<file path="src/rtl/mem_wb_skid.sv">
// MEM/WB pipeline register with a two-entry skid buffer: head drives WB, skid absorbs
// one extra entry so in_ready can come from a flop instead of from out_ready.
module mem_wb_skid #(
  parameter int unsigned DATA_W = 32,
  parameter int unsigned RA_W   = 6,
  parameter int unsigned PROD_W = 64
) (
  input  logic              clock,
  input  logic              reset,
  input  logic              in_valid,
  output logic              in_ready,
  input  logic              in_memtoreg,
  input  logic              in_regwrite,
  input  logic [DATA_W-1:0] in_dm_out,
  input  logic [DATA_W-1:0] in_alu,
  input  logic [RA_W-1:0]   in_rd,
  input  logic [PROD_W-1:0] in_prod,
  input  logic              flush,
  input  logic              out_ready,
  output logic              out_valid,
  output logic              out_memtoreg,
  output logic              out_regwrite,
  output logic [DATA_W-1:0] out_dm_out,
  output logic [DATA_W-1:0] out_alu,
  output logic [DATA_W-1:0] out_wb_data,
  output logic [RA_W-1:0]   out_rd,
  output logic [PROD_W-1:0] out_prod,
  output logic [1:0]        occupancy
);

  localparam logic [1:0] EMPTY = 2'd0;
  localparam logic [1:0] ONE   = 2'd1;
  localparam logic [1:0] FULL  = 2'd2;

  typedef struct packed {
    logic              memtoreg;
    logic              regwrite;
    logic [DATA_W-1:0] dm_out;
    logic [DATA_W-1:0] alu;
    logic [RA_W-1:0]   rd;
    logic [PROD_W-1:0] prod;
  } entry_t;

  logic [1:0] state_q, state_d;
  entry_t     head_q, head_d;
  entry_t     skid_q, skid_d;
  entry_t     in_entry;
  logic       in_ready_q;
  logic       push, pop;

  assign in_entry  = {in_memtoreg, in_regwrite, in_dm_out, in_alu, in_rd, in_prod};
  assign out_valid = (state_q == ONE) || (state_q == FULL);
  assign in_ready  = in_ready_q;
  assign push      = in_valid & in_ready_q;
  assign pop       = out_valid & out_ready;

  always_comb begin
    state_d = state_q;
    head_d  = head_q;
    skid_d  = skid_q;
    if (flush) begin
      // Kill entries but keep data fields; only validity and control bits go.
      state_d         = EMPTY;
      head_d.memtoreg = 1'b0;
      head_d.regwrite = 1'b0;
      skid_d.memtoreg = 1'b0;
      skid_d.regwrite = 1'b0;
    end else begin
      case (state_q)
        EMPTY: begin
          if (push) begin
            head_d  = in_entry;
            state_d = ONE;
          end
        end
        ONE: begin
          case ({push, pop})
            2'b10: begin
              skid_d  = in_entry;
              state_d = FULL;
            end
            2'b01: state_d = EMPTY;
            2'b11: head_d = in_entry;
            default: ;
          endcase
        end
        FULL: begin
          if (pop) begin
            head_d  = skid_q;
            state_d = ONE;
          end
        end
        default: state_d = EMPTY;
      endcase
    end
  end

  always_ff @(posedge clock or negedge reset) begin
    if (!reset) begin
      state_q    <= EMPTY;
      head_q     <= '0;
      skid_q     <= '0;
      in_ready_q <= 1'b1;
    end else begin
      state_q    <= state_d;
      head_q     <= head_d;
      skid_q     <= skid_d;
      in_ready_q <= (state_d != FULL);
    end
  end

  assign out_memtoreg = head_q.memtoreg & out_valid;
  assign out_regwrite = head_q.regwrite & out_valid;
  assign out_dm_out   = head_q.dm_out;
  assign out_alu      = head_q.alu;
  assign out_rd       = head_q.rd;
  assign out_prod     = head_q.prod;
  assign out_wb_data  = head_q.memtoreg ? head_q.dm_out : head_q.alu;
  assign occupancy    = state_q;

endmodule

</file>
<file path="config.mk">
export PLATFORM = sky130hd
export DESIGN_NAME = mem_wb_skid
export DESIGN_NICKNAME = d
export VERILOG_FILES = /design/src/rtl/mem_wb_skid.sv
export SDC_FILE = /design/constraint.sdc
export NUM_CORES = 1
export LEC_CHECK = 0
export CORE_ASPECT_RATIO = 0.9
export CORE_UTILIZATION = 35
export DETAILED_ROUTE_END_ITERATION = 6
export GPL_TIMING_DRIVEN = 1
export PLACE_DENSITY = 0.72
export SLEW_MARGIN = 20
export SYNTH_ARGS = -nofsm -noshare
export SYNTH_HDL_FRONTEND = slang
export SYNTH_SLANG_ARGS = --single-unit
</file>
<file path="constraint.sdc">
create_clock -name clock -period 2.05 [get_ports clock]
set_input_delay 0.41 -clock clock [delete_from_list [all_inputs] [get_ports clock]]
set_output_delay 0.41 -clock clock [all_outputs]
set_load 0.01 [all_outputs]
</file>
==> impl_metrics.tcl <==
set metrics [dict create \
    clk_pin_slew_worst_paths_ns 0.06 \
    core-area_mm2 0.0387 \
    wl_um 35300 \
    cts_sinks 275 \
    grt_pass1_vias 8832 \
    path_max_fanout 4 \
    grt_usage_pct 16.5 \
    p_sw_mw 6.76 \
    wl_per_cell_um 20.3 \
    clockPowerShare_pct 20.6 \
    busiest_layer "met2" \
    grt_max_degree 60 \
    ir_worst_vdd_mv 0.596 \
    ant_nets 0 \
    clk_latency_ns 0.56 \
    skew_ns 0.0198 \
    io_pins 313 \
    p_per_area_mw_per_mm2 1250 \
    yosysWarnings 0 \
    power.internal_mw 17.4 \
    slew_violations 0 \
    relSlewSlack_pct 73.9 \
    grt_util_met1_pct 21.6 \
    tns_ns -4.06 \
    synthCells 937 \
    worstHoldPathType "in2async" \
    p_sw_share_pct 28.0 \
    drc_errors 0 \
    rsz0062_at_grt "true" \
    numCtsBuffers 29 \
    place_area_mm2 0.0171 \
    syn2layout_area_growth_pct 39.5 \
    cts-root-buf "clkbuf_16" \
    fin_area_mm2 0.0193 \
    rows 68 \
    dp_hpwl_um 22600 \
    die_area_mm2 0.0404 \
    seqPwrFrac_pct 39.1 \
    synth-seq-cells 275 \
    layout_min_cycle_time_ns 2.22 \
    initial_core_util_pct 35.8 \
    die_h_um 191 \
    drtIter0Drc 378 \
    crit_type "reg2out" \
    die_x_um 212 \
    viasPerCell 4.70 \
    fin_util_pct 50.0 \
    start_kind "flip-flop" \
    grt_use_met3_pct 5.48 \
    critical_path_required_ns 1.64 \
    vias 8197 \
    avgSynthCellArea_um2 14.8 \
    power_leakage_nw 8.74 \
    grt_pass1_wl_um 51700 \
    synth-edff-count 0 \
    synth_ff_type "dfrtp_1" \
    finalSetupViolCount 63 \
    cts_tree "built" \
    tightest_slew_ns 0.392 \
    synth_area_leaders "dfrtp_1 49%, mux2_2 26%, mux2_4 13%, buf_4 7.3%, buf_6 1.1%" \
    use_met2_pct 26.6 \
    globalRoute.totalOverflow 0 \
    seq_area_frac_synth_pct 49.7 \
    maxCapViolCount 0 \
    hold_viol 0 \
    antenna_found_initial 2 \
    synth_nets 1082 \
    yosys.area.top_type_share_pct 49.5 \
    combPwrFrac_pct 40.3 \
    fmax_mhz 450 \
    status "finished, violations left" \
    htree_levels 1 \
    yosys.cell_types.count 31 \
    gp_congestion 0.776 \
    drive_gt1_share_pct 52.3 \
    finalWorstSetupSlack_ns -0.170 \
    period_share_pct 108 \
    violations "setup timing" \
    syn_area_mm2 0.0139 \
    async_reset_ff_share_pct 100 \
    drt_pass1_iterations 4 \
    clk_path_buf_depth 3 \
    cp.arrival_ns 1.81 \
    final_nets 1347 \
    setup.worst_path.end_class "output port" \
    synth_top_cell_by_area "dfrtp_1" \
    io_buffers 312 \
]
## power groups by stage
stage	Sequential (mW)	Combinational, mW	Clock [mW]
CTS	9.36	9.11	5.13
floorplan	8.79	6.20	0
global placement	9.30	8.45	0
global route	9.72	10.3	5.35
detailed placement	9.38	8.64	0
finish	9.43	9.73	4.98
## placed cells by master (no fill, tap or decap), types with 2 or more instances in the layout
cell	instances
clkdlybuf4s50_1	273
nor2_1	5
inv_2	3
clkbuf_1	7
a22oi_1	2
or2_4	2
buf_16	9
dlygate4sd2_1	3
clkinv_2	3
mux2_2	232
buf_8	6
o21ai_0	2
clkbuf_8	5
buf_12	33
dfrtp_2	3
o21a_1	2
and2_4	2
clkbuf_16	41
buf_4	33
ha_4	3
dfrtp_1	271
nand2_1	3
mux2_4	204
buf_6	46
mux2i_1	4
## worst max-delay path, cell delays in order (launching register included)
cell and delay, ns:
dfrtp_2 0.45, buf_12 0.14, buf_8 0.12, buf_16 0.13, mux2_4 0.29, buf_6 0.12
## cell families (layout without fill, tap and decap cells)
kind of cell	count (synthesis)	in the layout	share of synthesized area (%)
muxes	440	440	39.0
DFF	275	275	49.7
buffers and inverters	187	467	9.59
and+or+nand+nor	18	19	0.686
AOI/OAI and AO/OA	12	12	0.659
adders and majority gates	5	5	0.433
other	0	1	0
## final timing paths
path | startpoint | endpoint | cells past startpoint | slack [ns]
setup / recovery | head_q[135] | out_wb_data[16] | 5 | -0.17
hold / removal | reset | out_prod[59] | 2 | 0.36
setup reg to reg | occupancy[0] | out_prod[26] | 9 | -0.04
hold reg to reg | skid_q[101] | skid_q[101] | 1 | 0.50
max in group asynchronous | reset | skid_q[104] | 3 | 0.96
min in group clock | in_memtoreg | skid_q[135] | 3 | 0.48
## per-layer routing
layer,wire length [µm],up-vias
li1,-,3707
met1,15800,4195
met2,16300,244
met3,2670,51
met4,637,0
met5,0,-
## cells in the mapped netlist (all sizes together), types with 2 or more instances
library cell / n
o21a: 2
inv: 3
ha: 4
buf: 169
dfrtp: 274
nor2: 6
o21ai: 2
and2: 3
clkbuf: 15
nand2: 4
mux2i: 4
mux2: 436
a22oi: 2
nand4: 2
## through the flow
| stage | hold slack (ns) | setup WS, ns | power, mW | cells |
|---|---|---|---|---|
| after floorplan | 0.114 | 0.00342 | 15.0 | 937 |
| after global placement | 0.344 | -0.273 | 17.7 | 1652 |
| after detailed placement | 0.352 | -0.302 | 18.0 | 1652 |
| final | 0.361 | -0.170 | 24.1 | 1744 |
| after global routing | 0.366 | -0.234 | 25.4 | 1743 |
| after CTS | 0.353 | -0.316 | 23.6 | 1724 |
## registers in the layout (all words and copies together), names as in the netlist
register / count
head_q: 2
occupancy: 2
out_prod: 64
in_ready: 1
out_rd: 6
out_dm_out: 32
skid_q: 136
out_alu: 32
## area by class of cell
type,instances,area [µm²]
Fill cell,3286,19400
Sequential cell,275,6890
Inverter,3,11.3
Clock inverter,6,61.3
Antenna cell,1,2.50
Clock buffer,41,821
Multi-Input combinational cell,476,6060
Tap cell,525,657
Timing Repair Buffer,417,4840
## timing repair
item / in CTS / in global routing
buffers inserted: 17 / 9
resized for setup: 201 / 123
endpoints found under the hold margin: 30 / 0
setup endpoints to repair: 139 / 231
pin swaps: 3 / 5
cloned: 9 / 17
hold buffers: 1 / 0
Note: power is estimated with default switching activity, not from simulation.
